## config.mk

```make
export PLATFORM = sky130hd
export DESIGN_NAME = pulse_tx
export DESIGN_NICKNAME = d
export VERILOG_FILES = /design/src/rtl/pulse_tx_pkg.sv /design/src/rtl/pulse_tx_gap.sv /design/src/rtl/pulse_tx.sv
export SDC_FILE = /design/constraint.sdc
export NUM_CORES = 1
export LEC_CHECK = 0
export BUFFER_PORTS_ARGS = -buffer_cell sky130_fd_sc_hd__buf_2
export CAP_MARGIN = 20
export CORE_MARGIN = 10
export CORE_UTILIZATION = 40
export CTS_CLUSTER_SIZE = 28
export DETAILED_ROUTE_END_ITERATION = 10
export GPL_TIMING_DRIVEN = 0
export PLACE_DENSITY = 0.69
export SYNTH_ARGS = -nofsm -noshare
export SYNTH_HDL_FRONTEND = slang
export SYNTH_SLANG_ARGS = --single-unit
```

## constraint.sdc

```tcl
create_clock -name CLK_IN -period 1.8 [get_ports CLK_IN]
set_input_delay 0.27 -clock CLK_IN [delete_from_list [all_inputs] [get_ports CLK_IN]]
set_output_delay 0.27 -clock CLK_IN [all_outputs]
set_load 0.01 [all_outputs]
```

## src/rtl/pulse_tx_pkg.sv

```systemverilog
// Shared types and defaults for the pulse-position frame encoder.
package pulse_tx_pkg;

    typedef enum logic [2:0] {
        IDLE,
        PRE,
        GAP1,
        GAP2,
        BITEND,
        TRAIL,
        SCAN
    } state_t;

    localparam int DEF_NBITS     = 4;
    localparam int DEF_SHORT_GAP = 4;
    localparam int DEF_LONG_GAP  = 8;
    localparam int DEF_STEP      = 2;

    // Cycles from the first preamble pulse through the done cycle.
    function automatic int frame_len(input int nbits, input int short_gap,
                                     input int long_gap, input int step);
        return 3 * step + nbits * (short_gap + long_gap + step) + 2;
    endfunction

    function automatic int max_gap(input int long_gap, input int step);
        return (long_gap > step) ? long_gap : step;
    endfunction

endpackage

```

## src/rtl/pulse_tx_gap.sv

```systemverilog
// Loadable down-counter; fire is high while the count sits at zero.
module pulse_tx_gap #(
    parameter int W = 3
) (
    input  logic         clk,
    input  logic         rst,
    input  logic         load,
    input  logic [W-1:0] load_val,
    output logic         fire
);

    logic [W-1:0] cnt;

    always_ff @(posedge clk) begin
        if (rst) begin
            cnt <= '0;
        end else if (load) begin
            cnt <= load_val;
        end else if (cnt != '0) begin
            cnt <= cnt - W'(1);
        end
    end

    assign fire = (cnt == '0);

endmodule

```

## src/rtl/pulse_tx.sv

```systemverilog
// Pulse-position frame encoder driving the single-wire DATA line.
// Optional single-pulse scan stepping is enabled with `define PULSE_TX_SCAN_EN.
module pulse_tx
    import pulse_tx_pkg::*;
#(
    parameter int NBITS     = DEF_NBITS,
    parameter int SHORT_GAP = DEF_SHORT_GAP,
    parameter int LONG_GAP  = DEF_LONG_GAP,
    parameter int STEP      = DEF_STEP
) (
    input  logic             CLK_IN,
    input  logic             rst,
    input  logic             start,
    input  logic [NBITS-1:0] data_in,
`ifdef PULSE_TX_SCAN_EN
    input  logic             scan_req,
`endif
    output logic             ready,
    output logic             busy,
    output logic             done,
    output logic             DATA_OUT
);

    localparam int GW = $clog2(max_gap(LONG_GAP, STEP));
    localparam int BW = $clog2(NBITS + 1);
    localparam logic [GW-1:0] STEP_M1  = GW'(STEP - 1);
    localparam logic [GW-1:0] SHORT_M1 = GW'(SHORT_GAP - 1);
    localparam logic [GW-1:0] LONG_M1  = GW'(LONG_GAP - 1);
    localparam logic [GW-1:0] ONE      = GW'(1);

    generate
        if (NBITS < 1 || SHORT_GAP < 2 || LONG_GAP <= SHORT_GAP || STEP < 2) begin : g_bad_params
            $fatal(1, "pulse_tx: invalid parameter combination");
        end
    endgenerate

    state_t           state, state_n;
    logic [1:0]       pre_cnt, pre_n;
    logic [BW-1:0]    bit_idx, idx_n;
    logic [NBITS-1:0] shreg, shreg_n;
    logic             data_q, data_n;
    logic             load, fire, accept;
    logic [GW-1:0]    load_val;

    pulse_tx_gap #(.W(GW)) u_gap (
        .clk      (CLK_IN),
        .rst      (rst),
        .load     (load),
        .load_val (load_val),
        .fire     (fire)
    );

    always_ff @(posedge CLK_IN) begin
        if (rst) begin
            state   <= IDLE;
            pre_cnt <= '0;
            bit_idx <= '0;
            shreg   <= '0;
            data_q  <= 1'b0;
        end else begin
            state   <= state_n;
            pre_cnt <= pre_n;
            bit_idx <= idx_n;
            shreg   <= shreg_n;
            data_q  <= data_n;
        end
    end

    // Each pulse is launched from the wait state that precedes it; the
    // counter is reloaded with (gap - 1) on the same edge the line goes high.
    always_comb begin
        state_n  = state;
        pre_n    = pre_cnt;
        idx_n    = bit_idx;
        shreg_n  = shreg;
        data_n   = 1'b0;
        load     = 1'b0;
        load_val = '0;
        done     = 1'b0;
        // The done cycle also accepts, so frames can run back to back.
        accept   = start && ((state == IDLE) || (state == TRAIL && fire));

        case (state)
            IDLE: begin
`ifdef PULSE_TX_SCAN_EN
                if (scan_req) begin
                    state_n  = SCAN;
                    data_n   = 1'b1;
                    load     = 1'b1;
                    load_val = ONE;
                end
`endif
            end
            PRE: begin
                if (fire) begin
                    data_n = 1'b1;
                    load   = 1'b1;
                    if (pre_cnt == 2'd2) begin
                        load_val = shreg[NBITS-1] ? LONG_M1 : SHORT_M1;
                        state_n  = GAP1;
                    end else begin
                        pre_n    = pre_cnt + 2'd1;
                        load_val = STEP_M1;
                    end
                end
            end
            GAP1: begin
                if (fire) begin
                    data_n   = 1'b1;
                    load     = 1'b1;
                    load_val = shreg[NBITS-1] ? SHORT_M1 : LONG_M1;
                    state_n  = GAP2;
                end
            end
            GAP2: begin
                if (fire) begin
                    data_n   = 1'b1;
                    load     = 1'b1;
                    load_val = STEP_M1;
                    shreg_n  = shreg << 1;
                    idx_n    = bit_idx + BW'(1);
                    state_n  = BITEND;
                end
            end
            BITEND: begin
                if (fire) begin
                    data_n = 1'b1;
                    load   = 1'b1;
                    if (bit_idx == BW'(NBITS)) begin
                        load_val = ONE;
                        state_n  = TRAIL;
                    end else begin
                        load_val = shreg[NBITS-1] ? LONG_M1 : SHORT_M1;
                        state_n  = GAP1;
                    end
                end
            end
            TRAIL: begin
                done = fire;
                if (fire) begin
                    state_n = IDLE;
                end
            end
`ifdef PULSE_TX_SCAN_EN
            SCAN: begin
                if (fire) begin
                    state_n = IDLE;
                end
            end
`endif
            default: state_n = IDLE;
        endcase

        if (accept) begin
            state_n  = PRE;
            pre_n    = '0;
            idx_n    = '0;
            shreg_n  = data_in;
            data_n   = 1'b1;
            load     = 1'b1;
            load_val = STEP_M1;
        end
    end

    assign ready    = (state == IDLE);
    assign busy     = (state != IDLE);
    assign DATA_OUT = data_q;

endmodule

```

==> results by group, run 1 <==
Die
  • Die area: 5047 um^2
  • Initial Utilization: a little over two fifths
  • Row count: 18
  • Core area: 2477 um^2
  • Die Height: roughly 71 um
  • Top Ports: 11
  • DIE WIDTH: 71.05 um

Place
  • Setup WS pre-CTS: 0.05898 ns
  • Port-buffer cells: 9
  • Final HPWL DP: about 1700 um
  • GP Congestion: roughly 0.87
  • Placed cells: 158

Power
  • Sw Share: 33.20%
  • Clock share of power: between 20 and 30%
  • Cell Pwr Density: between 800 and 900 nW/um^2
  • LEAKAGE: 0.4402 nW
  • Flop pwr share: 42.6%
  • P_sw: between 0.3 and 0.4 mW
  • Logic gate share of total power: 31.6%
  • Worst VDD drop: 0.0005096 V
  • Internal Power: 0.6369 mW

Timing
  • Worst slew pin tran: 0.5911 ns
  • Tcrit/Tclk final: 94.05%
  • Clock skew: 0.002603 ns
  • Final Setup Violations: 0
  • Fmax: ~590 MHz
  • TNS Setup: 0 ns
  • Slew Viols, Final: 0
  • Slew headroom: 60.59%
  • Post-route setup slack: approximately 0.11 ns
  • Final Hold Vio Count: 0
  • RSZ-0062 raised after global routing: false
  • Min Clock Period, post-route: 1.693 ns

Routing
  • Iter 0 DRT Violations: 27
  • Via-per-instance ratio: 5.284
  • Final WL: 2196 um
  • DRC: 0
  • Post-route ant nets: 0
  • Via Count: 856
  • First drt pass iteration count: 4
  • Routed wire length per instance: between 10 and 15 um

GRT
  • Vias in the first global route: between 800 and 900
  • Busiest layer in global routing: met2
  • Routing usage on met1: between 10% and 20%
  • Number of antenna violations at the first check in global routing: 0
  • Grt total ovfl: 0
  • GR Util met2: 14.05%
  • GRT Util Overall: around 9.0%
  • First-pass GRT wire length: 3870 um
  • Pin count of the biggest net entering global routing: 11
  • GR met3 Demand/Resource: 3.068%

Hold path
  • Hold crit path type: primary input to flop

Logic synthesis
  • Synth Instances: 119
  • Syn_nets: 131
  • Post-synthesis sequential area ratio: 30.73%
  • Mapped Avg Cell Area: 8.758 um^2
  • Ys Warns: 0
  • Netlist cell types: 36
  • Yosys reg bits: 16
  • Post-Syn Area: 1042 um^2

Setup path
  • Largest fanout on the critical path: 6
  • Crit-path cells: inv_1, ha_4, nand3b_1, nor2_1, buf_2
  • Top Family by Delay on Critical Path: simple AND/OR/NAND/NOR gates
  • Worst setup SP type: flop
  • Critical-path top delay cell: dfxtp_1
  • CP endpoint kind: output port
  • Critical Path RT: 1.53 ns
  • Crit path DAT: between 1 and 1.5 ns
  • Crit path buf inv count: 2
  • Biggest cell delay along the critical path: 0.31 ns
  • CP Class: flop to output port

Clocking
  • H-tree levels: 1
  • Clk buf depth: 2
  • Setup Fix Bufs, Post-CTS: 0
  • TritonCTS clock tree: done
  • Clk sink count: 16
  • Root Buffer: clkbuf_4
  • Clock transition at path regs: around 0.1 ns
  • CTS buffer count: 3
  • Later-pin clock latency in the skew report: 0.29 ns

Layout
  • Nets: 145
  • Layout cells sized above 1: about a quarter
  • Fin cells: 162
  • Area Overhead vs Synth: 13.09%
  • Fin util: 47.58%
  • Diode count: 0

Job
  • # Max-Cap Violations: 0

Run status
  • Outcome: finished clean
layer usage:
layer | routed length, um | vias to the layer above
met5 | 0 | -
met1 | 1011 | 399
met2 | 1056 | 16
met4 | 15 | 0
met3 | 112 | 2
li1 | - | 439
repair_timing:
| action | in CTS | in global routing |
|---|---|---|
| gates resized for setup | 0 | 3 |
| hold buffers | 0 | 0 |
| setup endpoints to repair | 0 | 4 |
stage by stage:
stage                     power [mW]  hold WS (ns)  instance area [um^2]
after floorplan               0.6310        0.4487                  1042
after CTS                     0.9420        0.2606                  1161
final                         0.9535        0.2597                  1179
after global placement        0.6891        0.4736                  1125
after global routing           1.013        0.2767                  1179
after detailed placement      0.6952        0.4813                  1125
Yosys cell counts:
library cell / count / area, um^2
and3b_1: 1 / 8.760
dfxtp_1: 16 / 320.3
or2_1: 1 / 6.260
a2bb2oi_1: 2 / 17.52
and2_1: 1 / 6.260
a211oi_1: 2 / 15.01
nand2b_4: 1 / 13.76
ha_1: 5 / 62.56
nor3_1: 1 / 5.000
nor4_2: 2 / 25.02
buf_2: 3 / 15.01
o21ba_2: 1 / 10.01
nor2_1: 17 / 63.81
nor2b_1: 7 / 43.79
o211ai_1: 3 / 22.52
nor3b_1: 1 / 7.510
and4_1: 2 / 17.52
inv_1: 8 / 30.03
a21oi_1: 7 / 35.03
nand2_1: 1 / 3.750
nand2b_1: 4 / 25.02
and4b_1: 1 / 10.01
a31oi_1: 2 / 12.51
buf_6: 2 / 22.52
a211oi_2: 5 / 62.56
mux2i_1: 4 / 40.04
nand4b_1: 1 / 8.760
o21ai_4: 1 / 16.27
nand3b_1: 3 / 22.52
nor2_2: 1 / 6.260
xnor2_1: 4 / 35.03
o21ai_0: 2 / 10.01
buf_1: 1 / 3.750
nor2b_2: 1 / 8.760
o21ai_1: 4 / 20.02
or3b_1: 1 / 8.760
power groups by stage:
stage          sequential [mW]  clock, mW  combinational (mW)
5_1_grt                  0.409      0.261               0.342
6_report                 0.406      0.246               0.302
4_1_cts                  0.406      0.252               0.284
2_1_floorplan            0.409          0               0.222
3_3_place_gp             0.412          0               0.277
3_5_place_dp             0.414          0               0.281
layout make-up:
cell class | instances | area (um^2)
multi-input combinational | 89 | 668.1
clock buffer | 4 | 36.28
tap | 30 | 37.54
timing repair buffer | 9 | 45.04
buffer | 6 | 41.29
inverter | 8 | 30.03
fill | 260 | 1299
sequential | 16 | 320.3
kinds of logic after synthesis:
logic type,Yosys count,synth area share (%)
flops,16,30.73
simple gates,47,27.97
xor+xnor,4,3.361
fa+ha+maj,5,6.002
buf+inv,14,6.842
compound gates,29,21.25
mux,4,3.842
flip-flops by register name (all words and copies together), names as in the netlist:
signal and cells:
pre_cnt 2, bit_idx 3, state 3, DATA_OUT 1
u_gap.cnt 3, shreg 4
layout by cell type (no fill, tap or decap), drive strengths merged:
master / count
o21ba: 1
xnor2: 4
and4b: 1
clkbuf: 4
a21oi: 7
nor2: 18
nand2: 1
and2: 1
nor3: 1
o21ai: 7
a211oi: 7
nand2b: 5
and4: 2
a31oi: 2
ha: 5
nand3b: 3
buf: 15
dfxtp: 16
o211ai: 3
mux2i: 4
nor3b: 1
inv: 8
and3b: 1
nand4b: 1
or2: 1
nor4: 2
a2bb2oi: 2
or3b: 1
nor2b: 8
worst min-delay path: cells and delay by family:
kind	cells	cell delay [ns]
AO/OA/AOI/OAI	2	0.15
buffers and inverters	1	0.09
final timing paths:
kind                       end  slack, ns  cells after the start          from
setup reg to reg  u_gap.cnt[1]       0.16                      7  u_gap.cnt[0]
hold reg to reg       shreg[0]       0.50                      2      shreg[0]
hold / removal        shreg[0]       0.26                      3    data_in[0]
setup / recovery          done       0.11                      5  u_gap.cnt[0]
No activity file was read; power rests on OpenSTA's default activity.
==> run 2, diff against run 1 <==
Settings changed: CORE_UTILIZATION 40 to 56, PLACE_DENSITY 0.69 to 0.87.
==> results by group, run 2 (synthesis results as in run 1) <==
Power
  • Worst VDD drop: 0.0006278 V
  • Cell Pwr Density: 813.8 nW/um^2
  • P_sw: between 0.3 and 0.4 mW
  • Sw Share: 33.42%
  • Flop pwr share: 42.5%
  • Overall Power: 0.9581 mW
  • Clock share of power: 26.1%
  • LEAKAGE: 0.4469 nW
  • Logic gate share of total power: 31.4%
  • Internal Power: 0.6379 mW

Layout
  • Number of flip-flops in the largest register: 4
  • Area Overhead vs Synth: 12.97%
  • Most frequent cells in the layout: 17 x nor2_1, 16 x dfxtp_1, 12 x buf_2
  • Fin util: around 67%
  • Most common cell after layout, fill and taps aside: nor2_1
  • Fin area: 1177 um^2
  • Layout cells sized above 1: between 20 and 30%
  • Diode count: 0
  • Nets: between 100 and 150
  • Largest register by flop count: shreg
  • Fillcell total: 140

Clocking
  • H-tree levels: 1
  • Later-pin clock latency in the skew report: 0.30 ns
  • Clk sink count: 16
  • TritonCTS clock tree: done
  • # hold bufs at CTS: 0
  • Clk buf depth: 2
  • Root Buffer: clkbuf_4
  • Clock transition at path regs: 0.10 ns
  • CTS buffer count: 3

Setup path
  • Number of cells on the worst reg-to-reg path: 8
  • CP endpoint kind: flop
  • Top Family by Delay on Critical Path: buffers and inverters
  • Critical Path RT: slightly below 2 ns
  • Reg2reg end: shreg[2]
  • CP Class: flop to flop
  • Reg2reg setup slack: 0.12 ns
  • RR Startpoint: u_gap.cnt[0]
  • Critical-path top delay cell: dfxtp_1
  • Worst Setup SP: u_gap.cnt[0]
  • Biggest cell delay along the critical path: 0.31 ns
  • Largest fanout on the critical path: 7
  • Crit path DAT: 1.85 ns
  • Crit path buf inv count: 3
  • Worst setup SP type: flop
  • Crit-path cells: inv_1, ha_2, nand3b_1, buf_4, nor2b_2, buf_6, mux2i_1, a211oi_2

Routing
  • Final WL: 2167 um
  • Via-per-instance ratio: roughly 5.5
  • First drt pass iteration count: 4
  • Routed wire length per instance: 13.63 um
  • DRC: 0
  • Via Count: between 800 and 900
  • Iter 0 DRT Violations: 17
  • Post-route ant nets: 0

GRT
  • Number of antenna violations at the first check in global routing: 0
  • First-pass GRT wire length: 3629 um
  • GRT Util Overall: 10.86%
  • Pin count of the biggest net entering global routing: 11
  • Vias in the first global route: 882
  • Grt total ovfl: 0

Timing
  • Fin Hold WS: 0.2650 ns
  • Slew headroom: 63.95%
  • Worst slew pin tran: roughly 0.54 ns
  • TNS Setup: 0 ns
  • Final Hold Vio Count: 0
  • Slew Viols, Final: 0
  • Clock skew: 0.001912 ns
  • Tcrit/Tclk final: 93.28%
  • Fmax: 595.6 MHz
  • Min Clock Period, post-route: 1.679 ns
  • Final Setup Violations: 0

Hold path
  • Hold crit path type: primary input to flop
  • Source of the worst hold timing path: data_in[0]
  • Hold Crit Depth: 3
  • Worst Hold Path EP: shreg[0]

Die
  • Initial Utilization: between 50% and 60%
  • Row count: 15
  • Die Height: 63.14 um
  • Core area: about 1700 um^2
  • DIE WIDTH: approximately 63 um
  • Die area: 3987 um^2
  • Top Ports: 11

Place
  • GP Congestion: 0.7761
  • Final HPWL DP: between 1500 and 2000 um
  • DP Area: 1119 um^2
  • Port-buffer cells: 9

Run status
  • Outcome: finished clean

Job
  • # Max-Cap Violations: 0
[run 2: cell count changes in the layout (fill, tap and decap cells not counted)]
cell and delta:
ha_2 +1, buf_4 +2, ha_4 -1
[run 2: worst register-to-register path, cell delays in order, from the launching register on]
cell and delay [ns]:
dfxtp_1 0.31, inv_1 0.11, ha_2 0.25, nand3b_1 0.16, buf_4 0.17, nor2b_2 0.12
buf_6 0.15, mux2i_1 0.21, a211oi_2 0.09
[run 2: timing repair]
| item | in CTS | in global routing |
|---|---|---|
| endpoints found under the setup margin | 0 | 2 |
| resized for setup | 0 | 2 |
| buffers inserted | 0 | 2 |
[run 2: metrics by stage]
step                      std cells  setup slack [ns]
final                           159            0.1210
after global routing            159         -0.006876
after CTS                       157          0.009006
after detailed placement        153            0.1138
after global placement          153            0.1309
after floorplan                 119            0.3364
[run 2: worst max path at each step]
stage / slack, ns / cells after the start / endpoint
after floorplan: 0.34 / 7 / u_gap.cnt[1]
after CTS: 0.009 / 5 / done
after detailed placement: 0.11 / 7 / u_gap.cnt[1]
after global placement: 0.13 / 7 / u_gap.cnt[1]
after global routing: -0.007 / 7 / u_gap.cnt[1]
final: 0.12 / 8 / shreg[2]
[run 2: final cells by class]
type | count | area, um^2 | share of cell area [%]
repair buffers | 11 | 60.06 | 5.101
multi-input cells | 89 | 658.1 | 55.90
flip-flops and latches | 16 | 320.3 | 27.21
plain buffers | 6 | 41.29 | 3.507
clock buffers | 4 | 36.28 | 3.082
well taps | 25 | 31.28 | 2.657
inverters | 8 | 30.03 | 2.550
[run 2: metal layers]
layer	vias to the layer above	part of all wire, %	track usage, %	routed length, um
met2	20	50	18.02	1077
met5	-	0	0	0
met4	0	2.2	6.983	48
met1	406	45	11.75	973
li1	446	-	-	-
met3	6	3.1	3.180	67
[run 2: power by group through the flow]
stage | logic (mW) | clock network, mW | registers (mW)
floorplan | 0.222 | 0 | 0.409
global placement | 0.272 | 0 | 0.411
detailed placement | 0.281 | 0 | 0.414
CTS | 0.282 | 0.248 | 0.406
global route | 0.333 | 0.267 | 0.410
finish | 0.301 | 0.250 | 0.407
